**config.mk**
```make
export PLATFORM = sky130hd
export DESIGN_NAME = demux_stream
export DESIGN_NICKNAME = d
export VERILOG_FILES = /design/src/rtl/demux_stream_pkg.sv /design/src/rtl/demux_stream_reg.sv /design/src/rtl/demux_stream.sv
export SDC_FILE = /design/constraint.sdc
export NUM_CORES = 1
export LEC_CHECK = 0
export BUFFER_PORTS_ARGS = -buffer_cell sky130_fd_sc_hd__buf_4
export CAP_MARGIN = 20
export CORE_MARGIN = 5
export CORE_UTILIZATION = 40
export DETAILED_ROUTE_END_ITERATION = 10
export PLACE_DENSITY = 0.69
export SLEW_MARGIN = 15
export SYNTH_ARGS = -nofsm -noshare
export SYNTH_HDL_FRONTEND = slang
export SYNTH_SLANG_ARGS = --single-unit
```
**constraint.sdc**
```tcl
create_clock -name clk -period 2.8 [get_ports clk]
set_clock_uncertainty 0.15 [all_clocks]
set_input_delay 0.56 -clock clk [delete_from_list [all_inputs] [get_ports clk]]
set_output_delay 0.56 -clock clk [all_outputs]
set_load 0.005 [all_outputs]
```
**src/rtl/demux_stream_pkg.sv**
```systemverilog
// -----------------------------------------------------------------------------
// demux_stream_pkg
// Shared definitions for the demux_stream block.
//   state_t        : packet FSM state (IDLE = no packet open, BUSY = packet open)
//   DEFAULT_WIDTH  : default payload width in bits
//   CNT_WIDTH      : width of the optional per-channel packet counters
// Optional feature macro used by the top level: DEMUX_STREAM_CNT_EN
// -----------------------------------------------------------------------------
package demux_stream_pkg;

    typedef enum logic {
        IDLE = 1'b0,
        BUSY = 1'b1
    } state_t;

    localparam int DEFAULT_WIDTH = 8;
    localparam int CNT_WIDTH     = 16;

endpackage : demux_stream_pkg

```
**src/rtl/demux_stream_reg.sv**
```systemverilog
// -----------------------------------------------------------------------------
// demux_stream_reg
// Single-entry output register for one demux channel. It can load a new beat,
// hold the current beat under backpressure, or drain it. Loading while the
// current beat drains keeps valid asserted, so the channel sustains one beat
// per cycle.
//
// Ports
//   clk        : clock, rising edge
//   rst        : synchronous active-high reset
//   load       : write load_data/load_last into the register this cycle
//   load_data  : payload to store
//   load_last  : last flag to store
//   ready      : downstream accepts the held beat
//   valid      : register holds a beat
//   data       : held payload
//   last       : held last flag
// -----------------------------------------------------------------------------
module demux_stream_reg
    import demux_stream_pkg::*;
#(
    parameter int WIDTH = DEFAULT_WIDTH
) (
    input  logic             clk,
    input  logic             rst,
    input  logic             load,
    input  logic [WIDTH-1:0] load_data,
    input  logic             load_last,
    input  logic             ready,
    output logic             valid,
    output logic [WIDTH-1:0] data,
    output logic             last
);

    // NOTE: the payload is cleared on reset only because the outputs must
    // read zero afterwards; bulk storage would normally be left unreset.
    always_ff @(posedge clk) begin
        if (rst) begin
            valid <= 1'b0;
            data  <= '0;
            last  <= 1'b0;
        end else if (load) begin
            // A load takes priority over a drain: the slot is refilled in the
            // same cycle it empties.
            valid <= 1'b1;
            data  <= load_data;
            last  <= load_last;
        end else if (ready) begin
            // Drain; data/last keep their old values, only valid drops.
            valid <= 1'b0;
        end
    end

endmodule : demux_stream_reg

```
**src/rtl/demux_stream.sv**
```systemverilog
// -----------------------------------------------------------------------------
// demux_stream
// Packet-aware 1-to-2 stream demultiplexer. The destination is sampled from
// in_sel on the first beat of a packet and locked until the beat carrying
// in_last is accepted, so a packet never splits across channels. Each channel
// owns a single-entry register and drains independently of the other.
//
// Ports
//   clk                    : clock, rising edge
//   rst                    : synchronous active-high reset
//   in_data/valid/last     : input beat
//   in_sel                 : destination (0/1), used on a packet's first beat
//   in_ready               : input beat accepted this cycle (when in_valid)
//   outN_data/valid/last   : registered beat for channel N
//   outN_ready             : downstream accepts channel N beat
//   pkt_cnt0/pkt_cnt1      : completed-packet counters per channel, present
//                            only when DEMUX_STREAM_CNT_EN is defined
//
// Configuration macro: DEMUX_STREAM_CNT_EN
// -----------------------------------------------------------------------------
module demux_stream
    import demux_stream_pkg::*;
#(
    parameter int WIDTH = DEFAULT_WIDTH
) (
    input  logic                 clk,
    input  logic                 rst,
    input  logic [WIDTH-1:0]     in_data,
    input  logic                 in_valid,
    input  logic                 in_last,
    input  logic                 in_sel,
    output logic                 in_ready,
    output logic [WIDTH-1:0]     out0_data,
    output logic                 out0_valid,
    output logic                 out0_last,
    input  logic                 out0_ready,
    output logic [WIDTH-1:0]     out1_data,
    output logic                 out1_valid,
    output logic                 out1_last,
`ifdef DEMUX_STREAM_CNT_EN
    output logic [CNT_WIDTH-1:0] pkt_cnt0,
    output logic [CNT_WIDTH-1:0] pkt_cnt1,
`endif
    input  logic                 out1_ready
);

    state_t state_q;
    state_t state_d;
    logic   dest_q;
    logic   dest_d;
    logic   eff_dest;   // destination of the beat currently on the input
    logic   ch0_free;   // channel 0 can take a beat at the next edge
    logic   ch1_free;
    logic   accept;     // input handshake completes this cycle
    logic   load0;
    logic   load1;

    // -------------------------------------------------------------------------
    // Routing and flow control
    // -------------------------------------------------------------------------
    // A channel is free when empty or when its current beat drains this cycle.
    assign ch0_free = !out0_valid || out0_ready;
    assign ch1_free = !out1_valid || out1_ready;

    // Inside an open packet the locked destination wins over in_sel.
    assign eff_dest = (state_q == BUSY) ? dest_q : in_sel;

    // in_ready looks only at the destination channel, never at in_valid, so
    // the other channel stalling cannot block this packet.
    assign in_ready = eff_dest ? ch1_free : ch0_free;
    assign accept   = in_valid && in_ready;

    assign load0 = accept && !eff_dest;
    assign load1 = accept &&  eff_dest;

    // -------------------------------------------------------------------------
    // Packet FSM
    // -------------------------------------------------------------------------
    // NOTE: state registers use non-blocking assignments so every flop samples
    // the pre-edge values regardless of process ordering.
    always_ff @(posedge clk) begin
        if (rst) begin
            state_q <= IDLE;
            dest_q  <= 1'b0;
        end else begin
            state_q <= state_d;
            dest_q  <= dest_d;
        end
    end

    // NOTE: defaults are assigned first so every path drives every output and
    // no latch is inferred.
    always_comb begin
        state_d = state_q;
        dest_d  = dest_q;
        unique case (state_q)
            IDLE: begin
                if (accept) begin
                    dest_d = in_sel;
                    // A single-beat packet opens and closes in one cycle.
                    state_d = in_last ? IDLE : BUSY;
                end
            end
            BUSY: begin
                if (accept && in_last) begin
                    state_d = IDLE;
                end
            end
            default: begin
                state_d = IDLE;
            end
        endcase
    end

    // -------------------------------------------------------------------------
    // Channel registers
    // -------------------------------------------------------------------------
    demux_stream_reg #(
        .WIDTH(WIDTH)
    ) u_ch0 (
        .clk       (clk),
        .rst       (rst),
        .load      (load0),
        .load_data (in_data),
        .load_last (in_last),
        .ready     (out0_ready),
        .valid     (out0_valid),
        .data      (out0_data),
        .last      (out0_last)
    );

    demux_stream_reg #(
        .WIDTH(WIDTH)
    ) u_ch1 (
        .clk       (clk),
        .rst       (rst),
        .load      (load1),
        .load_data (in_data),
        .load_last (in_last),
        .ready     (out1_ready),
        .valid     (out1_valid),
        .data      (out1_data),
        .last      (out1_last)
    );

`ifdef DEMUX_STREAM_CNT_EN
    // -------------------------------------------------------------------------
    // Completed-packet counters; they wrap naturally at 2**CNT_WIDTH.
    // -------------------------------------------------------------------------
    always_ff @(posedge clk) begin
        if (rst) begin
            pkt_cnt0 <= '0;
            pkt_cnt1 <= '0;
        end else if (accept && in_last) begin
            if (eff_dest) begin
                pkt_cnt1 <= pkt_cnt1 + 1'b1;
            end else begin
                pkt_cnt0 <= pkt_cnt0 + 1'b1;
            end
        end
    end
`endif

endmodule : demux_stream

```
==> flow_metrics.py <==
metrics = {
    "run_status": {
        "outcome": "complete, no violations",
    },
    "yosys": {
        "ys_ff_latch": 22,
        "ys_seq_area_share_pct": 51.5,
        "syn_avg_cell_area_um2": 10.7,
        "yosysWarnings": 0,
        "synth_area_um2": 855,
        "synth.top_cell.area_share_pct": 51.5,
        "yosys.area.top_type": "dfxtp_1",
        "synthTopCellsByArea": "dfxtp_1, mux2i_1, nor2_1",
        "synthDistinctLibCells": 16,
        "syn_inst": 80,
        "syn-num-nets": 95,
    },
    "placed_design": {
        "port_buffers": 35,
        "dp_slack_ns": 0.857,
        "gp_congestion": 0.758,
        "dpl.hpwl_um": 1360,
    },
    "clock_network": {
        "ctsHoldBuffers": 0,
        "cts.clk_slew.worst_paths_ns": 0.12,
        "post_cts_buffers": 0,
        "insertion_delay_ns": 0.30,
        "clock_tree.root_cell": "clkbuf_4",
        "cts.sinks": 22,
        "post_cts_resized": 0,
        "clockBufferDepth": 2,
        "cts.htree.levels": 1,
        "numCtsBuffers": 3,
        "cts_tree": "done",
    },
    "sta": {
        "fin_hold_ws_ns": 0.344,
        "max_slew.worst_pin.slew_ns": 0.348,
        "drv_slew": 0,
        "max_clock_freq_mhz": 493,
        "slew_headroom_pct": 76.8,
        "tns_ns": 0,
        "period_needed_ns": 2.03,
        "fin_crit_sh_pct": 72.5,
        "hold_viol": 0,
        "rsz0062_at_grt": "false",
        "setup_viol": 0,
        "worst_slack_ns": 0.771,
    },
    "critical_path": {
        "critPathKind": "flop to output port",
        "critPathMaxFanout": 4,
        "reg2reg_slack_ns": 1.12,
        "endpoint": "in_ready",
        "critPathLaunchType": "flop",
        "worstSetupEndpointType": "output port",
        "crit_arrival_ns": 1.32,
        "cp.required_ns": 2.09,
        "r2r_cells": 4,
    },
    "global_routing": {
        "grt_max_degree": 23,
        "grt_pass1_wl_um": 2970,
        "grt_overflow": 0,
        "antenna_found_initial": 0,
        "track_usage_pct": 11.6,
        "grt_pass1_vias": 698,
    },
    "die": {
        "start_util_pct": 42.7,
        "num_io_pins": 36,
        "die-area_um2": 3160,
        "num_rows": 16,
        "die_h_um": 56.2,
        "die_w_um": 56.2,
        "core_area_um2": 2000,
    },
    "detailed_routing": {
        "drc": 0,
        "wire_per_inst_um": 12.8,
        "drtPass1Iterations": 2,
        "postRouteAntennaNets": 0,
        "finalWirelength_um": 1810,
        "detail_route.iter0.violations": 12,
        "vias": 670,
        "avgViaCountPerCell": 4.72,
    },
    "cells_and_area": {
        "drive_above_1_share_pct": 37.4,
        "final_cell_mix": "buf_4, dfxtp_1, nor2_1",
        "final_common_cell": "buf_4",
        "final_nets": 131,
        "antenna_cells": 0,
        "area_delta_synth_final_pct": 34.4,
    },
    "power_and_ir_drop": {
        "vdd_drop_max_mv": 0.379,
        "power.density_nw_per_um2": 539,
        "power.total_uw": 619,
        "p_leak_nw": 0.602,
    },
    "job": {
        "max_cap_violations": 0,
    },
    "hold_path": {
        "min_path_cells": 3,
        "hold_class": "primary input to flop",
    },
}
==> how the worst min path moves through the flow <==
stage | startpoint | to | slack [ns]
2_1_floorplan | flop | flop | 0.32
3_3_place_gp | u_ch1.data[4] | u_ch1.data[4] | 0.33
3_5_place_dp | u_ch1.data[3] | u_ch1.data[3] | 0.34
4_1_cts | in_data[3] | u_ch0.data[3] | 0.34
5_1_grt | in_data[0] | u_ch0.data[0] | 0.34
6_report | in_data[1] | u_ch0.data[1] | 0.34
==> report_power, final <==
group | internal (mW) | switching, mW
combinational | 0.0602 | 0.0450
sequential | 0.332 | 0.0108
clock | 0.0793 | 0.0915
==> state kept, by name, indices dropped and copies added (netlist names), named ones only <==
register     cells
u_ch0.data       8
u_ch1.data       8
dest_q           1
u_ch0.last       1
u_ch0.valid      1
u_ch1.last       1
u_ch1.valid      1
==> Yosys cell counts <==
library cell  count
mux2i_1          18
nand3_1           1
nor2_1           19
o21ai_1           1
nor2b_1           2
nand3b_4          1
clkbuf_1          2
a21o_2            1
mux2i_2           1
buf_12            1
a21oi_1           5
dfxtp_1          22
o21ai_0           1
nand2b_1          3
nand3_2           1
buf_6             1
==> logic make-up (layout without fill, tap and decap cells) <==
| kind of cell | Yosys count | after routing | synth area share [%] |
|---|---|---|---|
| simple gates | 27 | 27 | 16.1 |
| flops | 22 | 22 | 51.5 |
| mux | 19 | 19 | 22.7 |
| compound gates | 8 | 8 | 5.12 |
| buf+inv | 4 | 39 | 4.54 |
==> area by class of cell <==
| cell class | instances | area (um^2) |
|---|---|---|
| clock buffers | 4 | 36.3 |
| fillers | 194 | 853 |
| multi-input cells | 54 | 375 |
| flip-flops and latches | 22 | 440 |
| well taps | 27 | 33.8 |
| repair buffers | 35 | 263 |
==> layer usage <==
| layer | vias to the layer above | wire length (um) | global-route usage, % |
|---|---|---|---|
| li1 | 340 | - | - |
| met1 | 308 | 743 | 11.2 |
| met2 | 20 | 936 | 22.0 |
| met3 | 2 | 110 | 3.94 |
| met4 | 0 | 20 | 5.08 |
| met5 | - | 0 | 0 |
==> through the flow <==
stage | cell area [um^2] | utilization (%) | instances
global placement | 1110 | 55.6 | 138
global route | 1150 | 57.4 | 142
floorplan | 855 | - | 80
detailed placement | 1110 | 55.6 | 138
CTS | 1150 | 57.4 | 142
finish | 1150 | 57.4 | 142
==> critical path, stage by stage (launching register included) <==
cell and delay, ns:
dfxtp_1 0.39, mux2i_2 0.31, nor2_1 0.08, a21oi_1 0.12, buf_4 0.12
Note: power is estimated with default switching activity, not from simulation.
